--- config.mk ---
export PLATFORM = sky130hd
export DESIGN_NAME = tcdm_master_shim
export DESIGN_NICKNAME = d
export VERILOG_FILES = /design/src/rtl/tcdm_pkg.sv /design/src/rtl/tcdm_resp_fifo.sv /design/src/rtl/tcdm_master_shim.sv
export SDC_FILE = /design/constraint.sdc
export NUM_CORES = 1
export LEC_CHECK = 0
export BUFFER_PORTS_ARGS = -buffer_cell sky130_fd_sc_hd__buf_2
export CORE_UTILIZATION = 46
export CTS_BUF_LIST = sky130_fd_sc_hd__clkbuf_4
export CTS_CLUSTER_DIAMETER = 150
export DETAILED_ROUTE_END_ITERATION = 16
export PLACE_DENSITY_LB_ADDON = 0.3
export SLEW_MARGIN = 5
export SYNTH_ARGS = -nofsm -noshare
export SYNTH_HDL_FRONTEND = slang
export SYNTH_HIERARCHICAL = 1
export SYNTH_SLANG_ARGS = --single-unit
--- constraint.sdc ---
create_clock -name clk_i -period 2.8 [get_ports clk_i]
set_input_delay 0.28 -clock clk_i [delete_from_list [all_inputs] [get_ports clk_i]]
set_output_delay 0.28 -clock clk_i [all_outputs]
set_load 0.03 [all_outputs]
--- src/rtl/tcdm_pkg.sv ---
// tcdm_pkg: payload layout shared by the TCDM master shim and its FIFO.
// net_data_o packs {row, wen, be, wdata}, MSB to LSB.
package tcdm_pkg;

   typedef enum logic [1:0] {
      FldWdata = 2'd0,
      FldBe    = 2'd1,
      FldWen   = 2'd2,
      FldRow   = 2'd3
   } req_fld_e;

   function automatic int unsigned req_data_width(
      input int unsigned aw,
      input int unsigned dw,
      input int unsigned nb
   );
      return (aw - $clog2(dw / 8) - $clog2(nb)) + 1 + dw / 8 + dw;
   endfunction

endpackage

--- src/rtl/tcdm_resp_fifo.sv ---
// tcdm_resp_fifo: small response FIFO, output read straight from flops.
// Simultaneous push and pop are both honoured.
module tcdm_resp_fifo #(
   parameter int unsigned Depth = 2,
   parameter int unsigned Width = 32
) (
   input  logic                         clk_i,
   input  logic                         rst_ni,
   input  logic                         push_i,
   input  logic [Width-1:0]             data_i,
   input  logic                         pop_i,
   output logic [Width-1:0]             data_o,
   output logic                         full_o,
   output logic                         empty_o,
   output logic [$clog2(Depth+1)-1:0]   count_o
);

   localparam int unsigned PtrW = (Depth > 1) ? $clog2(Depth) : 1;
   localparam int unsigned CntW = $clog2(Depth + 1);

   logic [Width-1:0] mem_q [Depth];
   logic [PtrW-1:0]  wptr_q, wptr_d;
   logic [PtrW-1:0]  rptr_q, rptr_d;
   logic [CntW-1:0]  cnt_q, cnt_d;

   function automatic logic [PtrW-1:0] incr(input logic [PtrW-1:0] p);
      return (p == PtrW'(Depth - 1)) ? '0 : p + 1'b1;
   endfunction

   always_comb begin
      wptr_d = wptr_q;
      rptr_d = rptr_q;
      cnt_d  = cnt_q + CntW'(push_i) - CntW'(pop_i);
      if (push_i) wptr_d = incr(wptr_q);
      if (pop_i)  rptr_d = incr(rptr_q);
   end

   always_ff @(posedge clk_i or negedge rst_ni) begin
      if (!rst_ni) begin
         for (int i = 0; i < int'(Depth); i++) mem_q[i] <= '0;
         wptr_q <= '0;
         rptr_q <= '0;
         cnt_q  <= '0;
      end else begin
         if (push_i) mem_q[wptr_q] <= data_i;
         wptr_q <= wptr_d;
         rptr_q <= rptr_d;
         cnt_q  <= cnt_d;
      end
   end

   assign data_o  = mem_q[rptr_q];
   assign full_o  = (cnt_q == CntW'(Depth));
   assign empty_o = (cnt_q == '0);
   assign count_o = cnt_q;

   assert property (@(posedge clk_i) disable iff (!rst_ni)
      pop_i |-> !empty_o);

endmodule

--- src/rtl/tcdm_master_shim.sv ---
// tcdm_master_shim: core valid/ready to TCDM req/gnt + vld adapter.
// Responses are credit-protected so core stalls never drop them.
module tcdm_master_shim
   import tcdm_pkg::*;
#(
   parameter int unsigned AddrWidth    = 32,
   parameter int unsigned DataWidth    = 32,
   parameter int unsigned NumBanks     = 32,
   parameter int unsigned BankAddWidth = $clog2(NumBanks),
   parameter int unsigned ByteOffWidth = $clog2(DataWidth / 8),
   parameter int unsigned RowWidth     = AddrWidth - ByteOffWidth - BankAddWidth,
   parameter int unsigned ReqDataWidth = req_data_width(AddrWidth, DataWidth, NumBanks),
   parameter int unsigned RespDepth    = 2,
   parameter bit          WriteRespOn  = 1'b1
) (
   input  logic                    clk_i,
   input  logic                    rst_ni,
   input  logic                    req_valid_i,
   output logic                    req_ready_o,
   input  logic [AddrWidth-1:0]    req_addr_i,
   input  logic                    req_wen_i,
   input  logic [DataWidth/8-1:0]  req_be_i,
   input  logic [DataWidth-1:0]    req_wdata_i,
   output logic                    resp_valid_o,
   input  logic                    resp_ready_i,
   output logic [DataWidth-1:0]    resp_rdata_o,
   output logic                    net_req_o,
   input  logic                    net_gnt_i,
   output logic [BankAddWidth-1:0] net_add_o,
   output logic                    net_wen_o,
   output logic [ReqDataWidth-1:0] net_data_o,
   input  logic [DataWidth-1:0]    net_rdata_i,
   input  logic                    net_vld_i
);

   localparam int unsigned CntW     = $clog2(RespDepth + 3);
   localparam int unsigned FifoCntW = $clog2(RespDepth + 1);

   logic                    slot_full_q, slot_full_d;
   logic [BankAddWidth-1:0] add_q, add_d;
   logic                    wen_q, wen_d;
   logic [ReqDataWidth-1:0] data_q, data_d;
   logic                    inflight_q, inflight_d;

   logic                gnt, accept, slot_needs, in_needs;
   logic                push, pop, fifo_full, fifo_empty;
   logic [FifoCntW-1:0] fifo_cnt;
   logic [CntW-1:0]     used, used_net;
   logic                unused_addr;

   assign unused_addr = ^req_addr_i[ByteOffWidth-1:0];

   assign gnt        = slot_full_q & net_gnt_i;
   assign slot_needs = ~wen_q | WriteRespOn;
   assign in_needs   = ~req_wen_i | WriteRespOn;

   // Every response-producing request owns a credit from accept to pop.
   assign used = CntW'(fifo_cnt) + CntW'(inflight_q)
               + CntW'(slot_full_q & slot_needs);
   assign used_net = used - CntW'(pop);

   assign req_ready_o = (~slot_full_q | gnt)
                      & (~in_needs | (used_net < CntW'(RespDepth)));
   assign accept = req_valid_i & req_ready_o;

   always_comb begin
      slot_full_d = slot_full_q & ~gnt;
      add_d       = add_q;
      wen_d       = wen_q;
      data_d      = data_q;
      if (accept) begin
         slot_full_d = 1'b1;
         add_d       = req_addr_i[ByteOffWidth +: BankAddWidth];
         wen_d       = req_wen_i;
         data_d      = {req_addr_i[AddrWidth-1 -: RowWidth],
                        req_wen_i, req_be_i, req_wdata_i};
      end
   end

   assign inflight_d = gnt & slot_needs;
   assign push       = inflight_q & net_vld_i;
   assign pop        = ~fifo_empty & resp_ready_i;

   always_ff @(posedge clk_i or negedge rst_ni) begin
      if (!rst_ni) begin
         slot_full_q <= 1'b0;
         add_q       <= '0;
         wen_q       <= 1'b0;
         data_q      <= '0;
         inflight_q  <= 1'b0;
      end else begin
         slot_full_q <= slot_full_d;
         add_q       <= add_d;
         wen_q       <= wen_d;
         data_q      <= data_d;
         inflight_q  <= inflight_d;
      end
   end

   assign net_req_o  = slot_full_q;
   assign net_add_o  = add_q;
   assign net_wen_o  = wen_q;
   assign net_data_o = data_q;

   tcdm_resp_fifo #(
      .Depth (RespDepth),
      .Width (DataWidth)
   ) u_fifo (
      .clk_i   (clk_i),
      .rst_ni  (rst_ni),
      .push_i  (push),
      .data_i  (net_rdata_i),
      .pop_i   (pop),
      .data_o  (resp_rdata_o),
      .full_o  (fifo_full),
      .empty_o (fifo_empty),
      .count_o (fifo_cnt)
   );

   assign resp_valid_o = ~fifo_empty;

   assert property (@(posedge clk_i) disable iff (!rst_ni)
      net_vld_i |-> inflight_q);
   assert property (@(posedge clk_i) disable iff (!rst_ni)
      inflight_q |-> net_vld_i);
   assert property (@(posedge clk_i) disable iff (!rst_ni)
      push |-> (!fifo_full || pop));

endmodule

# Word-level counts from Yosys, hierarchy flattened
# Index checks and enable logic that the tools add are counted.
# totals
romBits,0
elab_cells,44
output_inout_bits,103
memories,0
latchBits,0
reg_bits,138
mem_bits_rw,0
# op_classes
n_eq_ne,0
n_bitwise,12
shift,0
magnitude_cmp,4
n_addsub,7
div_mod_pow,0
mul,0
reduce_logical,2
n_mux,9
# op_table
operator,count
32-bit 2-to-1 mux,4
64-bit bitwise mux,1
32-bit demux with 1-bit select,1
1-bit AND,6
"2-bit >= comparator, second input constant",2
1-bit NOT with 2-bit output,2
2-bit by 1-bit adder with 3-bit output,1
3-bit by 1-bit adder with 3-bit output,1
"3-bit by 2-bit < comparator with 1-bit output, second input constant",1
1-bit 2-to-1 mux,3
1-bit NOT,3
3-bit by 1-bit subtractor with 3-bit output,1
"1-bit adder, second input constant",2
2-bit by 1-bit adder with 2-bit output,1
2-bit logical NOT,1
"2-bit by 1-bit < comparator with 1-bit output, second input constant",1
2-bit by 1-bit subtractor with 2-bit output,1
1-bit logical AND,1
1-bit OR,1

# Logic depth before layout (Yosys ltp)
# Gate-level depths: netlist (run 1).
# logic_depth
ltp_word,8
depth_mapped,12

# By module
# The synthesis (run 1) kept the hierarchy.
# by_module_without_submodules
mod,instances,cells_per_inst,area_each_um2,seq_area_each_um2
tcdm_resp_fifo,1,187,2984.1,1701.6
tcdm_master_shim,1,161,2678.8,1726.7

# Worst setup path after synthesis (run 1)
# OpenSTA, ideal clock, no wires.
# synth_timing
path_type,reg-to-reg
start,register u_fifo.cnt_q[1] (netlist: u_fifo/count_o[1])
end,register data_q[19] (netlist: net_data_o[19])
stages_incl_launch_ff,13
path_buffers,2
setup_time_ps,125
arrival_ps,2917
path_slack_ps,-242
period_less_slack_ps,3042
cell_sequence,dfrtp_1 > nor2_1 > nor2b_1 > ha_1 > inv_1 > ha_1 > a21o_1 > fa_1 > xnor2_1 > nor4b_4 > buf_4 > buf_6 > mux2_2
# synth_via
elab_chain_len,7
word_cells_on_any_way,9
# synth_rtl
element,line_no,text
"start, declared",tcdm_resp_fifo.sv:24,"logic [CntW-1:0] cnt_q, cnt_d;"
"start signal, assigned",tcdm_resp_fifo.sv:48,cnt_q <= cnt_d;
2-bit logical NOT,tcdm_resp_fifo.sv:54,assign empty_o = (cnt_q == '0);
named net fifo_empty,tcdm_master_shim.sv:46,"logic push, pop, fifo_full, fifo_empty;"
1-bit NOT,tcdm_master_shim.sv:82,assign pop = ~fifo_empty & resp_ready_i;
1-bit AND,tcdm_master_shim.sv:82,
named net pop,tcdm_master_shim.sv:46,
3-bit by 1-bit subtractor with 3-bit output,tcdm_master_shim.sv:60,assign used_net = used - CntW'(pop);
3-bit by 2-bit < comparator with 1-bit output,tcdm_master_shim.sv:63,& (~in_needs | (used_net < CntW'(RespDepth)));
1-bit AND,tcdm_master_shim.sv:63,
1-bit AND,tcdm_master_shim.sv:64,assign accept = req_valid_i & req_ready_o;
"end signal, assigned",tcdm_master_shim.sv:95,data_q <= data_d;
"end, declared",tcdm_master_shim.sv:42,"logic [ReqDataWidth-1:0] data_q, data_d;"
# The timed path passes the listed nets, and every way through them passes these cells.
# A chain may end at the register's enable or synchronous reset.

# Worst setup path in the final report (run 1)
# layout_timing
start,register u_fifo.cnt_q[1] (netlist: u_fifo/count_o[1])
end,output req_ready_o
# layout_via
elab_chain_len,6
word_cells_on_any_way,8
# layout_rtl
element,line_no,text
2-bit logical NOT,tcdm_resp_fifo.sv:54,
named net fifo_empty,tcdm_master_shim.sv:46,
1-bit NOT,tcdm_master_shim.sv:82,
1-bit AND,tcdm_master_shim.sv:82,
named net pop,tcdm_master_shim.sv:46,
3-bit by 1-bit subtractor with 3-bit output,tcdm_master_shim.sv:60,
3-bit by 2-bit < comparator with 1-bit output,tcdm_master_shim.sv:63,
1-bit AND,tcdm_master_shim.sv:63,
"end, declared",tcdm_master_shim.sv:19,"output logic req_ready_o,"
# The timed path passes the listed nets, and every way through them passes these cells.

==> summary.md, run 1 <==
| Metric | Value |
|---|---|
| Logic gate share of total power | 0.589 |
| Pin count of the biggest net entering global routing | 69 |
| DRC | 0 |
| Share of cells above drive strength 1 | 0.628 |
| Die ar. | 0.0127 mm2 |
| Slowest-stage cell, CP | dfrtp_1 |
| Status | finished, violations left |
| Internal power | 7.21 mW |
| Syn Nets | 459 |
| Initial antenna violation count | 0 |
| Vias in the first global route | 4503 |
| # clock sinks | 137 |
| Max Cap Violations | 0 |
| Nets | 801 |
| Via count | 4195 |
| Max Slew Vio Count | 0 |
| Final hold vios | 0 |
| HPWL after DPL | 8.51 mm |
| Sequential share of power | 0.294 |
| Clk_skew | 0.0111 ns |
| Final Total Pwr | 12.1 mW |
| I/O Pins | 210 |
| VDD IR-drop max | 0.832 mV |
| Worst-path maximum fanout | 2 |
| Setup-failing EPs final | 68 |
| Initial Utilization | 0.471 |
| Placer Congestion | 0.734 |
| CP Capture Type | output port |
| Drt initial violations | 92 |
| Post-route setup slack | -0.331 ns |
| Core box area | 0.0120 mm2 |
| Switching pwr | 4.85 mW |
| Max incr delay on CP | 0.41 ns |
| CTS clk-pin slew, worst paths | 0.11 ns |
| Worst-skew pair later-pin latency | 0.56 ns |
| Rows | 40 |
| Rel. slew slack | 0.585 |
| Worst slack, placed | -0.225 ns |
| GRT Total Usage | 0.227 |
| Min Clock Period, post-route | 3.13 ns |
| DP Area | 0.00700 mm2 |
| WL final | 15.0 mm |
| Antenna Violating Nets Remaining | 0 |
| Hold Slack | 0.159 ns |
| P&R area growth vs syn | 56.4% |
| Post-Syn Area | 0.00566 mm2 |
| Sw frac | 0.402 |
| Initial DRT Pass Iterations | 4 |
| Ys Warns | 6 |
| CTS max path bufs | 2 |
| RSZ-0062 raised after global routing | yes |
| Worst-Margin Slew | 0.622 ns |
| Routed vias/inst | 4.94 |
| Fmax achieved | 319 MHz |
| First-pass GRT wire length | 21.9 mm |
| Syn_area_per_cell | 16.3 um2 |
| Power density cells | 1360 mW/mm2 |
| CTS buffer count | 17 |
| CTS tree | built |
| Critical path's most frequent cell | ha_1 |
| Crit path kind | reg2out |
| Post-DR wirelength/cell | 17.7 um |
| Hold Path Class | in2reg |
| Crit path DAT | 2.85 ns |
| Lkg Pwr | 4.39 nW |
| Power share of the clock group | 0.117 |
| Failing checks | negative setup slack |
| Die width | 113 um |
| Grt total ovfl | 0 |
| Die extent in y | 113 um |
| Tcrit/Tclk final | 1.12 |
| Cell Chain, Critical Path | nor2_2 > nor2b_2 > ha_1 > inv_1 > ha_1 > a21o_1 > fa_2 > xnor2_4 > nor3_2 > buf_4 |
| Req. time, crit path | 2.52 ns |
| # port buffers | 207 |
| Synthesized instance count | 347 |
| Root Buffer | clkbuf_4 |
| Setup Total Neg Slack | -18.36 ns |
| Antenna cells | 0 |
| Crit start category | flip-flop |
| CTS H-tree lvls | 4 |
| Final instance area | 0.00885 mm2 |
## power by group through the flow
stage	Sequential (mW)	Clock [mW]	Combinational [mW]
final	3.55	1.41	7.10
after global routing	3.67	1.54	7.45
after CTS	3.49	1.44	6.04
after detailed placement	3.52	0	5.79
after global placement	3.44	0	5.65
after floorplan	4.44	0	3.17
## layout by cell type (no fill, tap or decap), types with 2 or more instances in the layout
| cell | instances |
|---|---|
| and2_1 | 2 |
| buf_12 | 7 |
| buf_2 | 205 |
| buf_4 | 14 |
| buf_6 | 5 |
| buf_8 | 4 |
| bufinv_16 | 4 |
| clkbuf_16 | 6 |
| clkbuf_4 | 17 |
| clkinv_1 | 3 |
| clkinv_2 | 4 |
| clkinvlp_4 | 3 |
| dfrtp_1 | 137 |
| dlygate4sd3_1 | 101 |
| ha_1 | 4 |
| inv_1 | 7 |
| mux2_2 | 88 |
| mux2_4 | 75 |
| xnor2_1 | 2 |
| xor2_1 | 2 |
## metrics by stage
| stage | cells | utilization |
|---|---|---|
| after CTS | 839 | 0.698 |
| final | 849 | 0.737 |
| after global placement | 702 | 0.583 |
| after detailed placement | 702 | 0.583 |
| after global routing | 849 | 0.737 |
| after floorplan | 347 | - |
## path summary, 6_finish.rpt
kind	slack, ns	end	startpoint	cells past startpoint
max	-0.33	req_ready_o	u_fifo/count_o[1]	10
min	0.16	u_fifo/wptr_q	net_vld_i	3
max reg2reg	-0.30	net_data_o[14]	u_fifo/count_o[1]	13
min reg2reg	0.51	u_fifo/mem_q[27]	u_fifo/mem_q[27]	1
max in group asynchronous	1.72	u_fifo/mem_q[32]	rst_ni	3
min in group asynchronous	0.29	u_fifo/mem_q[22]	rst_ni	2
## layer usage
layer | up-vias | wire [um] | track usage
met2 | 151 | 7880 | 0.393
met3 | 39 | 859 | 0.0632
met4 | 0 | 454 | 0.120
met1 | 2089 | 5810 | 0.257
li1 | 1916 | - | -
met5 | - | 0 | 0
## final cells by class
class / count / area [um2]
clock buffers: 17 / 128
clock inverters: 15 / 183
fillers: 755 / 3160
inverters: 7 / 26.3
multi-input cells: 184 / 2350
flip-flops and latches: 137 / 3430
well taps: 147 / 184
repair buffers: 342 / 2550
## critical path: cells and delay by family (launching register included)
| kind | cells | cell delay [ns] |
|---|---|---|
| buffers and inverters | 2 | 0.22 |
| and+or+nand+nor | 3 | 0.42 |
| adders and majority gates | 3 | 0.93 |
| AOI/OAI and AO/OA | 1 | 0.18 |
| DFF | 1 | 0.41 |
| xor gates and xnor gates | 1 | 0.16 |
## registers in the layout, summed over array words and instances, names as in the netlist
register	flops
inflight_q	1
u_fifo/wptr_q	1
u_fifo/count_o	2
net_add_o	5
u_fifo/rptr_q	1
net_data_o	62
net_req_o	1
u_fifo/mem_q	64
## repair_timing
item | 4_1_cts | 5_1_grt
setup endpoints to repair | 68 | 69
pin swaps | 1 | 5
endpoints found under the hold margin | 197 | 0
hold buffers | 101 | 0
resized for setup | 1 | 82
setup buffers | 3 | 5
cloned | 1 | 5
Note: power is estimated with default switching activity, not from simulation.
==> run 2, diff against run 1 <==
- CAP_MARGIN: unset -> 40
- CTS_BUF_LIST: sky130_fd_sc_hd__clkbuf_4 -> sky130_fd_sc_hd__clkbuf_2
- GPL_TIMING_DRIVEN: unset -> 0
==> summary.md, run 2 (synthesis gave the netlist of run 1 again) <==
| Metric | Value |
|---|---|
| Worst-path maximum fanout | 5 |
| Util after Layout | 0.741 |
| Vias in the first global route | 4602 |
| GRT Total Usage | 0.248 |
| DP Area | 0.00693 mm2 |
| Hold Slack | 0.0913 ns |
| Fmax achieved | 303 MHz |
| RSZ-0062 raised after global routing | yes |
| Hold Path Class | in2async |
| Rel. slew slack | 0.596 |
| Sw frac | 0.404 |
| Sequential share of power | 0.292 |
| Lkg Pwr | 4.40 nW |
| Area of the multi-input gates | 0.00227 mm2 |
| Max Slew Vio Count | 0 |
| Share of cells above drive strength 1 | 0.632 |
| Routed vias/inst | 4.93 |
| Crit start category | flip-flop |
| Die ar. | 0.0127 mm2 |
| Initial Utilization | 0.471 |
| CP Capture Type | flip-flop |
| Antenna Violating Nets Remaining | 0 |
| Die extent in y | 113 um |
| Clk_skew | 0.0259 ns |
| CTS clk-pin slew, worst paths | 0.18 ns |
| Final instance area | 0.00890 mm2 |
| R2r startpoint | u_fifo/count_o[1] |
| FILL cells | 731 |
| CTS buffer count | 17 |
| First-pass GRT wire length | 23.9 mm |
| Worst-Margin Slew | 0.607 ns |
| Antenna cells | 0 |
| Root Buffer | clkbuf_2 |
| Grt total ovfl | 0 |
| Failing checks | negative setup slack |
| Reg2Reg Capture Point | net_data_o[18] |
| Tcrit/Tclk final | 1.18 |
| Post-DR wirelength/cell | 18.0 um |
| CTS H-tree lvls | 4 |
| Max incr delay on CP | 0.46 ns |
| Pin count of the biggest net entering global routing | 74 |
| Rows | 40 |
| Core box area | 0.0120 mm2 |
| CTS tree | built |
| Most common cell after layout, fill and taps aside | buf_2 |
| Slowest-stage cell, CP | dfrtp_2 |
| Drt initial violations | 126 |
| Crit path DAT | 3.90 ns |
| Nets | 820 |
| Most frequent cells in the layout | buf_2 (212), dfrtp_1 (136), mux2_2 (116) |
| Via count | 4280 |
| Die width | 113 um |
| Initial DRT Pass Iterations | 4 |
| Placer Congestion | 0.737 |
| # clock sinks | 137 |
| Worst Reg2Reg Path Length in Cells | 14 |
| R2R setup slack | -0.51 ns |
| Req. time, crit path | 3.40 ns |
| Max reg flops | 64 |
| Power share of the clock group | 0.103 |
| Final hold vios | 0 |
| CTS max path bufs | 2 |
| Register area | 0.00343 mm2 |
| Logic gate share of total power | 0.606 |
| # port buffers | 207 |
| HPWL after DPL | 8.52 mm |
| Crit path kind | reg2reg |
| Post-route setup slack | -0.506 ns |
| Setup Total Neg Slack | -29.13 ns |
| Switching pwr | 4.89 mW |
| Power density cells | 1360 mW/mm2 |
| Max Cap Violations | 0 |
| Cell Chain, Critical Path | nor2_4 > nor2b_4 > ha_4 > inv_2 > ha_4 > a21o_1 > fa_2 > xnor2_4 > buf_4 > nor4b_4 > buf_6 > buf_6 > bufbuf_16 > mux2_2 |
| Largest Register | u_fifo/mem_q |
| Status | finished, violations left |
| I/O Pins | 210 |
| Internal power | 7.22 mW |
| DRC | 0 |
| P&R area growth vs syn | 57.4% |
| Final Total Pwr | 12.1 mW |
| WL final | 15.7 mm |
| Setup-failing EPs final | 69 |
| Min Clock Period, post-route | 3.31 ns |
| Worst-skew pair later-pin latency | 0.71 ns |
| Initial antenna violation count | 0 |
| VDD IR-drop max | 0.844 mV |
==> run 2: cell types whose count changed in the layout (fill, tap and decap cells not counted), moves of 4 or more <==
cell,delta
buf_6,+7
buf_2,+7
clkinv_1,+5
mux2_4,-28
clkbuf_16,-6
clkbuf_4,-17
clkbuf_2,+18
buf_16,+4
mux2_2,+28
==> run 2: layer usage <==
layer | GRT usage | wire (um)
met3 | 0.0750 | 869
met2 | 0.455 | 8440
met4 | 0.0921 | 299
met1 | 0.272 | 6050
met5 | 0 | 0
==> run 2: metrics by stage <==
stage	cells	setup WS [ns]
CTS	864	-0.519
floorplan	347	-0.163
detailed placement	702	-0.472
finish	868	-0.506
global placement	701	-0.458
global route	868	-0.606
==> run 2: what timing repair did <==
| action | CTS | global route |
|---|---|---|
| pin swaps | 1 | 7 |
| gates resized for setup | 59 | 21 |
| gates cloned | 6 | 0 |
| hold buffers | 103 | 0 |
| buffers inserted | 21 | 7 |
| endpoints found under the hold margin | 229 | 0 |
| endpoints found under the setup margin | 69 | 69 |
==> run 2: worst max path at each step <==
stage,from,end,slack (ns)
floorplan,u_fifo/count_o[1],net_data_o[19],-0.16
finish,u_fifo/count_o[1],net_data_o[18],-0.51
CTS,u_fifo/count_o[0],req_ready_o,-0.52
global placement,u_fifo/count_o[1],net_data_o[19],-0.46
detailed placement,u_fifo/count_o[1],net_data_o[31],-0.47
global route,u_fifo/count_o[1],req_ready_o,-0.61
==> run 2: final cells by class <==
| class | count | share of cell area |
|---|---|---|
| Timing Repair Buffer | 344 | 0.289 |
| Buffer | 17 | 0.0193 |
| Inverter | 7 | 0.00295 |
| Clock inverter | 14 | 0.0180 |
| Clock buffer | 18 | 0.0101 |
| Tap cell | 147 | 0.0207 |
| Sequential cell | 137 | 0.385 |
| Multi-Input combinational cell | 184 | 0.255 |
==> run 2: worst max-delay path, delay by kind of cell (launching register included) <==
family          cells  cell delay (ns)
compound gates      1             0.16
xor+xnor            1             0.17
fa+ha+maj           3             0.85
buf+inv             5             0.73
flops               1             0.46
mux                 1             0.33
simple gates        3             0.50
==> run 2: power groups by stage <==
stage | Clock, mW | Sequential [mW] | Combinational, mW
global placement | 0 | 3.45 | 5.46
CTS | 1.26 | 3.48 | 7.05
floorplan | 0 | 4.44 | 3.17
detailed placement | 0 | 3.52 | 5.57
finish | 1.24 | 3.53 | 7.33
global route | 1.35 | 3.64 | 7.68
